## config.mk

```make
export PLATFORM = sky130hd
export DESIGN_NAME = fpnew_pipe_out
export DESIGN_NICKNAME = d
export VERILOG_FILES = /design/src/rtl/fpnew_pipe_out.sv
export SDC_FILE = /design/constraint.sdc
export NUM_CORES = 1
export LEC_CHECK = 0
export ABC_AREA = 1
export BUFFER_PORTS_ARGS = -buffer_cell sky130_fd_sc_hd__buf_2
export CAP_MARGIN = 20
export CORE_MARGIN = 2
export CORE_UTILIZATION = 26
export DETAILED_ROUTE_END_ITERATION = 8
export PLACE_DENSITY = 0.83
export REMOVE_ABC_BUFFERS = 1
export SLEW_MARGIN = 10
export SYNTH_ARGS = -nofsm -noshare
export SYNTH_HDL_FRONTEND = slang
export SYNTH_SLANG_ARGS = --single-unit
```

## constraint.sdc

```tcl
create_clock -name clk_i -period 0.8 [get_ports clk_i]
set_input_delay 0.12 -clock clk_i [delete_from_list [all_inputs] [get_ports clk_i]]
set_output_delay 0.12 -clock clk_i [all_outputs]
set_load 0.005 [all_outputs]
```

## src/rtl/fpnew_pipe_out.sv

```systemverilog
// ---------------------------------------------------------------------------
// fpnew_pipe_out : elastic output register pipeline with sticky flag accumulator
// Revision 1.0
// ---------------------------------------------------------------------------
`default_nettype none

package fpnew_pkg;
  typedef struct packed {
    logic NV;
    logic DZ;
    logic OF;
    logic UF;
    logic NX;
  } status_t;
endpackage

module fpnew_pipe_out #(
  parameter int  Width       = 32,
  parameter int  NumPipeRegs = 0,
  parameter type TagType     = logic,
  parameter type AuxType     = logic,
  localparam int OccWidth    = ($clog2(NumPipeRegs + 1) > 1) ? $clog2(NumPipeRegs + 1) : 1
) (
  input  logic                clk_i,
  input  logic                rst_ni,
  input  logic [Width-1:0]    result_i,
  input  fpnew_pkg::status_t  status_i,
  input  logic                extension_bit_i,
  input  TagType              tag_i,
  input  AuxType              aux_i,
  input  logic                in_valid_i,
  output logic                in_ready_o,
  input  logic                flush_i,
  input  logic                clr_fflags_i,
  output logic [Width-1:0]    result_o,
  output fpnew_pkg::status_t  status_o,
  output logic                extension_bit_o,
  output TagType              tag_o,
  output AuxType              aux_o,
  output logic                out_valid_o,
  input  logic                out_ready_i,
  output fpnew_pkg::status_t  fflags_o,
  output logic [OccWidth-1:0] occupancy_o,
  output logic                busy_o
);

  logic [Width-1:0]   w_result [0:NumPipeRegs];
  fpnew_pkg::status_t w_status [0:NumPipeRegs];
  logic               w_ext    [0:NumPipeRegs];
  TagType             w_tag    [0:NumPipeRegs];
  AuxType             w_aux    [0:NumPipeRegs];
  logic [NumPipeRegs:0] w_valid;
  logic [NumPipeRegs:0] w_ready;
  logic [OccWidth-1:0]  w_occ;
  logic                 w_out_hs;
  fpnew_pkg::status_t   r_fflags;

  assign w_result[0] = result_i;
  assign w_status[0] = status_i;
  assign w_ext[0]    = extension_bit_i;
  assign w_tag[0]    = tag_i;
  assign w_aux[0]    = aux_i;
  assign w_valid[0]  = in_valid_i;

  // A stage may accept when the next one drains or is empty, so bubbles collapse.
  always_comb begin
    w_ready = '0;
    w_ready[NumPipeRegs] = out_ready_i;
    for (int i = NumPipeRegs - 1; i >= 0; i--) begin
      w_ready[i] = w_ready[i+1] | ~w_valid[i+1];
    end
  end

  for (genvar i = 0; i < NumPipeRegs; i++) begin : g_stage
    logic               r_valid;
    logic [Width-1:0]   r_result;
    fpnew_pkg::status_t r_status;
    logic               r_ext;
    TagType             r_tag;
    AuxType             r_aux;

    always_ff @(posedge clk_i or negedge rst_ni) begin
      if (!rst_ni) begin
        r_valid <= 1'b0;
      end else if (flush_i) begin
        r_valid <= 1'b0;
      end else if (w_ready[i]) begin
        r_valid <= w_valid[i];
      end
    end

    // Data only moves with a real item, so a bubble never clobbers held data.
    always_ff @(posedge clk_i or negedge rst_ni) begin
      if (!rst_ni) begin
        r_result <= '0;
        r_status <= '0;
        r_ext    <= 1'b0;
        r_tag    <= '0;
        r_aux    <= '0;
      end else if (w_ready[i] && w_valid[i]) begin
        r_result <= w_result[i];
        r_status <= w_status[i];
        r_ext    <= w_ext[i];
        r_tag    <= w_tag[i];
        r_aux    <= w_aux[i];
      end
    end

    assign w_valid[i+1]  = r_valid;
    assign w_result[i+1] = r_result;
    assign w_status[i+1] = r_status;
    assign w_ext[i+1]    = r_ext;
    assign w_tag[i+1]    = r_tag;
    assign w_aux[i+1]    = r_aux;
  end

  if (NumPipeRegs > 0) begin : g_occ
    always_comb begin
      w_occ = '0;
      for (int k = 1; k <= NumPipeRegs; k++) begin
        w_occ = w_occ + OccWidth'(w_valid[k]);
      end
    end
  end else begin : g_occ_zero
    logic w_unused_flush;
    assign w_unused_flush = flush_i;
    assign w_occ          = '0;
  end

  assign w_out_hs = w_valid[NumPipeRegs] & out_ready_i;

  // A clear coinciding with a delivery keeps only that delivery's flags.
  always_ff @(posedge clk_i or negedge rst_ni) begin
    if (!rst_ni) begin
      r_fflags <= '0;
    end else if (w_out_hs) begin
      r_fflags <= clr_fflags_i ? w_status[NumPipeRegs] : (r_fflags | w_status[NumPipeRegs]);
    end else if (clr_fflags_i) begin
      r_fflags <= '0;
    end
  end

  assign in_ready_o      = w_ready[0];
  assign result_o        = w_result[NumPipeRegs];
  assign status_o        = w_status[NumPipeRegs];
  assign extension_bit_o = w_ext[NumPipeRegs];
  assign tag_o           = w_tag[NumPipeRegs];
  assign aux_o           = w_aux[NumPipeRegs];
  assign out_valid_o     = w_valid[NumPipeRegs];
  assign fflags_o        = r_fflags;
  assign occupancy_o     = w_occ;
  assign busy_o          = |w_valid;

endmodule

`default_nettype wire

```

* After elaboration in Yosys (flattened, before gate mapping) *
Cells that the tools add are included.
Widths: inputs -> output; s select.

word-level totals
  input port bits = 46
  flip-flop bits (word level) = 5

cells by class
  reductions and logical operators = 1
  bitwise logic cells = 2
  muxes and demuxes = 3

operators by type and width
  cell               count
  $mux 5             3
  $or 5x5->5         1
  $reduce_bool 2->1  1
  $and 1x1->1        1

* Longest topological paths before layout *
Gate-level depths: netlist (run 1).

  depth in word-level cells = 3
  mapped depth = 3
  gate-level depth less buffers = 3

* Worst setup path before layout (run 1) *
Ideal clock, no wire load.

  path kind = register to register
  from = reg r_fflags (netlist bit fflags_o[0])
  to = reg r_fflags (netlist bit fflags_o[0])
  setup slack = 0.213 ns
  setup time = 0.117 ns
  cell stages (with the launch flop) = 3
  data arrival time = 0.469 ns
  period minus slack after synthesis = 0.587 ns
  required time = 0.683 ns
  cell sequence = dfrtp_1 > nand2_1 > nand2_1

between the ends
  word-level cells in the longest chain between the ends = 3

ends and longest elaborated chain
  item                    RTL line  RTL
  start, declared         56        fpnew_pkg::status_t r_fflags;
  start signal, assigned  137       r_fflags <= clr_fflags_i ? w_status[NumPipeRegs] : (r_fflags | w_status[NumPipeRegs]);
  $or 5x5->5              137
  $mux 5                  137
  $mux 5                  136       end else if (w_out_hs) begin

No other way between the ends.
A chain may end at the register's enable or synchronous reset.

* Worst setup path in the final report (run 1) *
  from = reg r_fflags (netlist bit fflags_o[4])
  to = out fflags_o[4] in the netlist's numbering

RTL lines
  item           RTL line  RTL
  end, declared  42        output fpnew_pkg::status_t fflags_o,

No word-level cell between the ends.

==> flow_metrics.env, run 1 <==
export IMPL_ys_ff_latch=5
export IMPL_avgSynthCellArea_um2=7.962
export IMPL_drive_gt1_share_pct=52.94
export IMPL_coreArea_mm2=0.001942
export IMPL_grt_remaining_overflow=0
export IMPL_htree_levels=1
export IMPL_cts_sinks=5
export IMPL_critPathKind="reg2out"
export IMPL_p_leak_nw=0.2357
export IMPL_fin_crit_sh_pct=106.5
export IMPL_initial_utilization_pct=27.06
export IMPL_io_pins=95
export IMPL_maxCapViolations=0
export IMPL_fin_ws_ps=-52.20
export IMPL_port_buffers=22
export IMPL_max_stage_delay_ps=370
export IMPL_dr_pass1_iters=4
export IMPL_hold_path_class="in2reg"
export IMPL_place_congestion=0.6998
export IMPL_dp_cells=71
export IMPL_root_buffer="clkbuf_4"
export IMPL_grt_max_degree=8
export IMPL_clockBufferDepth=2
export IMPL_path_clk_slew_ps=50
export IMPL_syn_to_final_growth_pct=-25.71
export IMPL_wl_per_cell_um=24.32
export IMPL_combPwrFrac_pct=17.9
export IMPL_switching_power_uw=168.5
export IMPL_p_per_area_mw_per_mm2=1777
export IMPL_rsz0062_at_grt="yes"
export IMPL_fmax_ghz=1.173
export IMPL_vias=326
export IMPL_path_buf_inv=1
export IMPL_syn_area_um2=525.5
export IMPL_p_clk_share_pct=41.5
export IMPL_grtUsageTotal_pct=15.62
export IMPL_cts_tree="built"
export IMPL_cts_resized=0
export IMPL_rr_worst_depth=3
export IMPL_core_rowCount=16
export IMPL_clk_latency_ps=230
export IMPL_required_ps=680
export IMPL_hpwl_um=1605
export IMPL_final_area_um2=390.4
export IMPL_whs_path_depth=3
export IMPL_cts_buffers=3
export IMPL_crit_path_cell_trace="buf_2"
export IMPL_hold_viol_final=0
export IMPL_n_antenna_cell=0
export IMPL_slew_violations=0
export IMPL_p_seq_share_pct=40.6
export IMPL_via_per_inst=4.179
export IMPL_wl_um=1897
export IMPL_worst_hold_slack_ps=132.0
export IMPL_seq_area_frac_synth_pct=23.81
export IMPL_p_int_uw=525.3
export IMPL_violations="negative setup slack"
export IMPL_finClkSkew_ps=0
export IMPL_first_global_vias=294
export IMPL_cp_slowest_cell="dfrtp_1"
export IMPL_ir_worst_vdd_v=0.0003844
export IMPL_grt_pass1_wl_um=2408
export IMPL_initialDrtViolationCount=3
export IMPL_switching_share_pct=24.29
export IMPL_nNetsFinal=98
export IMPL_syn_inst=66
export IMPL_outcome="complete, but fails checks"
export IMPL_place_area_um2=339.1
export IMPL_critPathTopFamily="flip-flops"
export IMPL_cp_arrival_ps=730
export IMPL_setup_viol=5
export IMPL_largest_reg_flops=5
export IMPL_die_x_um=48.96
export IMPL_cp_max_fo=2
export IMPL_dieArea_mm2=0.002397
export IMPL_drtAntennaViolNets=0
export IMPL_critPathCaptureType="output pin"
export IMPL_startpoint_type="register"
export IMPL_min_period_ps=852.2
export IMPL_yosys_warnings=0
export IMPL_ys_types=6
export IMPL_final_instance_count_excl_fill=78
export IMPL_die_y_um=48.96
export IMPL_cp_depth=1
export IMPL_drc=0
export IMPL_antenna_found_initial=0
## synth_stat cells
cell type  instances  area, µm²
buf_4             44      330.3
nand2_1           10      37.54
dfrtp_1            5      125.1
inv_1              1      3.750
conb_1             1      3.750
nand3_1            5      25.02
## placed cells by master, fill, tap and decap left out
cell / synthesis / final
buf_4: 44 / 2
clkbuf_1: 0 / 1
nand2_1: 10 / 10
clkbuf_4: 0 / 3
inv_1: 1 / 1
nand3_1: 5 / 5
dlygate4sd3_1: 0 / 1
dfrtp_1: 5 / 5
buf_2: 0 / 22
conb_1: 1 / 1
## kinds of logic after synthesis
| family | Yosys count | synth area share (%) |
|---|---|---|
| flip-flops | 5 | 23.81 |
| AND/OR/NAND/NOR | 15 | 11.90 |
| other | 1 | 0.7136 |
| buffers and inverters | 45 | 63.57 |
## per-stage QoR
| step | util (%) | setup slack [ps] | TNS (ps) | total power [mW] |
|---|---|---|---|---|
| 2_1_floorplan | - | 213.2 | 0 | 0.3096 |
| 3_3_place_gp | 17.46 | 199.5 | 0 | 0.3892 |
| 3_5_place_dp | 17.46 | 194.5 | 0 | 0.3924 |
| 4_1_cts | 19.33 | -53.32 | -245.9 | 0.6829 |
| 5_1_grt | 20.10 | -74.77 | -324.4 | 0.7263 |
| 6_report | 20.10 | -52.20 | -235.6 | 0.6938 |
## routing by layer
metal / wire length [µm] / track usage (%) / up-vias
met5: 0 / 0 / -
li1: - / - / 125
met2: 765 / 19.86 / 63
met4: 27 / 7.143 / 0
met3: 614 / 22.70 / 2
met1: 489 / 12.33 / 136
## final cells by class
cell class | instances | area, µm²
clock buffers | 4 | 26.28
inverters | 1 | 3.754
repair buffers | 25 | 135.1
well taps | 27 | 33.78
fillers | 218 | 1551
flip-flops and latches | 5 | 125.1
multi-input cells | 16 | 66.31
## path summary, 6_finish.rpt
path | slack (ps) | from | endpoint
max in group asynchronous | 410 | rst_ni | fflags_o[2]$_DFFE_PN0P_
setup / recovery | -50 | fflags_o[4]$_DFFE_PN0P_ | fflags_o[4]
hold / removal | 130 | status_i[1] | fflags_o[1]$_DFFE_PN0P_
setup reg to reg | 90 | fflags_o[1]$_DFFE_PN0P_ | fflags_o[1]$_DFFE_PN0P_
min in group asynchronous | 260 | rst_ni | fflags_o[1]$_DFFE_PN0P_
hold reg to reg | 480 | fflags_o[2]$_DFFE_PN0P_ | fflags_o[2]$_DFFE_PN0P_
## power groups by stage
stage,sequential [mW],combinational [mW],clock (mW)
global placement,0.285,0.104,0
global route,0.283,0.138,0.306
finish,0.282,0.124,0.288
CTS,0.282,0.113,0.288
floorplan,0.289,0.0210,0
detailed placement,0.286,0.107,0
## worst min-delay path, stage by stage
cell	delay, ps
buf_2	80
nand3_1	70
nand2_1	60
## repair_timing
action / in CTS / in global routing
hold endpoints to repair: 5 / 0
buffers inserted: 0 / 2
gates cloned: 0 / 0
hold buffers: 1 / 0
endpoints found under the setup margin: 5 / 5
No activity file was read; power rests on OpenSTA's default activity.
==> run 2: changes to the inputs <==
--- a/config.mk
+++ b/config.mk
@@ -9,9 +9,10 @@
 export BUFFER_PORTS_ARGS = -buffer_cell sky130_fd_sc_hd__buf_2
 export CAP_MARGIN = 20
 export CORE_MARGIN = 2
-export CORE_UTILIZATION = 26
+export CORE_UTILIZATION = 27
+export CTS_BUF_LIST = sky130_fd_sc_hd__clkbuf_2
 export DETAILED_ROUTE_END_ITERATION = 8
-export PLACE_DENSITY = 0.83
+export PLACE_DENSITY = 0.85
 export REMOVE_ABC_BUFFERS = 1
 export SLEW_MARGIN = 10
 export SYNTH_ARGS = -nofsm -noshare
==> run 2 against run 1 <==
Compared with the run above: the flow still finishes with violations (negative setup slack); sequential cell count did not move; largest power group is now sequential cells; via count decreased by 4.0%; routed wire length down 0.79%; register-to-register slack about the same; non-clock buffer count shrank 1; die area is 3.4% lower; fmax increased by 1.1%; sequential share of layout area is 1.4 points higher; count of clock-buffer cells in the layout did not move; total power is 8.7% lower.
==> flow_metrics.env, run 2 (synthesized netlist as in run 1, its figures left out) <==
export IMPL_outcome="complete, but fails checks"
export IMPL_violations="negative setup slack"
export IMPL_finClkSkew_ps=0
export IMPL_startpoint_type="register"
export IMPL_initial_utilization_pct=29.47
export IMPL_htree_levels=1
export IMPL_n_antenna_cell=0
export IMPL_dr_pass1_iters=3
export IMPL_required_ps=680
export IMPL_drc=0
export IMPL_path_clk_slew_ps=50
export IMPL_core_rowCount=15
export IMPL_io_pins=95
export IMPL_coreArea_mm2=0.001783
export IMPL_critPathCaptureType="output pin"
export IMPL_drive_gt1_share_pct=54.00
export IMPL_place_congestion=0.6963
export IMPL_dieArea_mm2=0.002315
export IMPL_worst_r2r_setup_slack_ps=90
export IMPL_mostFrequentLayoutCells="buf_2 (22), nand2_1 (10), nand3_1 (5), dfrtp_1 (5), clkbuf_2 (4)"
export IMPL_maxCapViolations=0
export IMPL_p_per_area_mw_per_mm2=1693
export IMPL_min_period_ps=843.0
export IMPL_cts_resized=0
export IMPL_critPathKind="reg2out"
export IMPL_first_global_vias=297
export IMPL_ir_worst_vdd_v=0.0003206
export IMPL_largest_reg_flops=5
export IMPL_hold_viol_final=0
export IMPL_cts_sinks=5
export IMPL_grt_max_degree=8
export IMPL_fin_ws_ps=-42.97
export IMPL_critPathTopFamily="flip-flops"
export IMPL_clk_latency_ps=220
export IMPL_place_ws_ps=191.6
export IMPL_nNetsFinal=97
export IMPL_fin_crit_sh_pct=105.4
export IMPL_p_leak_nw=0.2322
export IMPL_crit_path_cell_trace="buf_2"
export IMPL_cts_tree="built"
export IMPL_cts_buffers=3
export IMPL_cp_arrival_ps=720
export IMPL_dp_cells=69
export IMPL_die_y_um=48.12
export IMPL_drtAntennaViolNets=0
export IMPL_slew_violations=0
export IMPL_setup_viol=5
export IMPL_final_common_cell="buf_2"
export IMPL_via_per_inst=4.173
export IMPL_port_buffers=22
export IMPL_clockBufferDepth=2
export IMPL_path_buf_inv=1
export IMPL_grt_pass1_wl_um=2111
export IMPL_fmax_ghz=1.186
export IMPL_grtUsageTotal_pct=16.30
export IMPL_max_stage_delay_ps=370
export IMPL_vias=313
export IMPL_rsz0062_at_grt="yes"
export IMPL_cp_slowest_cell="dfrtp_1"
export IMPL_wl_per_cell_um=25.09
export IMPL_cp_max_fo=2
export IMPL_die_x_um=48.12
export IMPL_initialDrtViolationCount=3
export IMPL_n_fill_cell=202
export IMPL_syn_to_final_growth_pct=-28.81
export IMPL_wl_um=1882
export IMPL_hold_path_class="in2reg"
export IMPL_root_buffer="clkbuf_2"
export IMPL_grt_remaining_overflow=0
export IMPL_antenna_found_initial=0
export IMPL_final_instance_count_excl_fill=75
## run 2: cell count changes in the layout (fill, tap and decap cells not counted), sizes merged
| cell | delta |
|---|---|
| buf | -1 |
## run 2: area by class of cell
class                   count  area (µm²)  area share (%)
clock buffers               4       20.02           5.351
inverters                   1       3.754           1.003
multi-input cells          16       66.31           17.73
flip-flops and latches      5       125.1           33.44
well taps                  25       31.28           8.361
repair buffers             24       127.6           34.11
## run 2: path summary, 6_finish.rpt
kind / cells past startpoint / end / startpoint
hold reg to reg: 2 / fflags_o[0]$_DFFE_PN0P_ / fflags_o[0]$_DFFE_PN0P_
max in group asynchronous: 2 / fflags_o[4]$_DFFE_PN0P_ / rst_ni
setup reg to reg: 3 / fflags_o[1]$_DFFE_PN0P_ / fflags_o[1]$_DFFE_PN0P_
min in group asynchronous: 2 / fflags_o[3]$_DFFE_PN0P_ / rst_ni
setup / recovery: 1 / fflags_o[4] / fflags_o[4]$_DFFE_PN0P_
hold / removal: 3 / fflags_o[0]$_DFFE_PN0P_ / status_i[0]
## run 2: repair_timing
item | 4_1_cts | 5_1_grt
hold buffers | 1 | 0
endpoints found under the hold margin | 5 | 0
endpoints found under the setup margin | 5 | 5
gates cloned | 0 | 0
buffers inserted | 0 | 1
## run 2: power by group
part           internal (mW)  switching, mW  leakage, nW
Clock                  0.132          0.107       0.0166
Combinational         0.0591         0.0542        0.150
Sequential             0.273        0.00869       0.0651
Total                  0.464          0.170        0.232
## run 2: per-layer routing
metal / up-vias / part of all wire [%] / global-route usage (%)
li1: 123 / - / -
met1: 116 / 27 / 12.69
met2: 70 / 37 / 22.93
met3: 4 / 34 / 20.00
met4: 0 / 1.4 / 9.730
met5: - / 0 / 0
## run 2: stage by stage
stage	utilization (%)	setup TNS, ps	area, µm²	power (mW)	hold slack (ps)
floorplan	-	0	195.2	0.3096	-175.6
global placement	18.88	0	336.6	0.3880	-68.90
detailed placement	18.88	0	336.6	0.3912	-64.65
CTS	20.56	-214.1	366.6	0.6319	171.6
global route	20.98	-292.2	374.1	0.6604	180.3
finish	20.98	-196.1	374.1	0.6335	162.1
## run 2: worst min-delay path, cell delays in order
cell and delay, ps:
buf_2 80, nand3_1 90, nand2_1 60
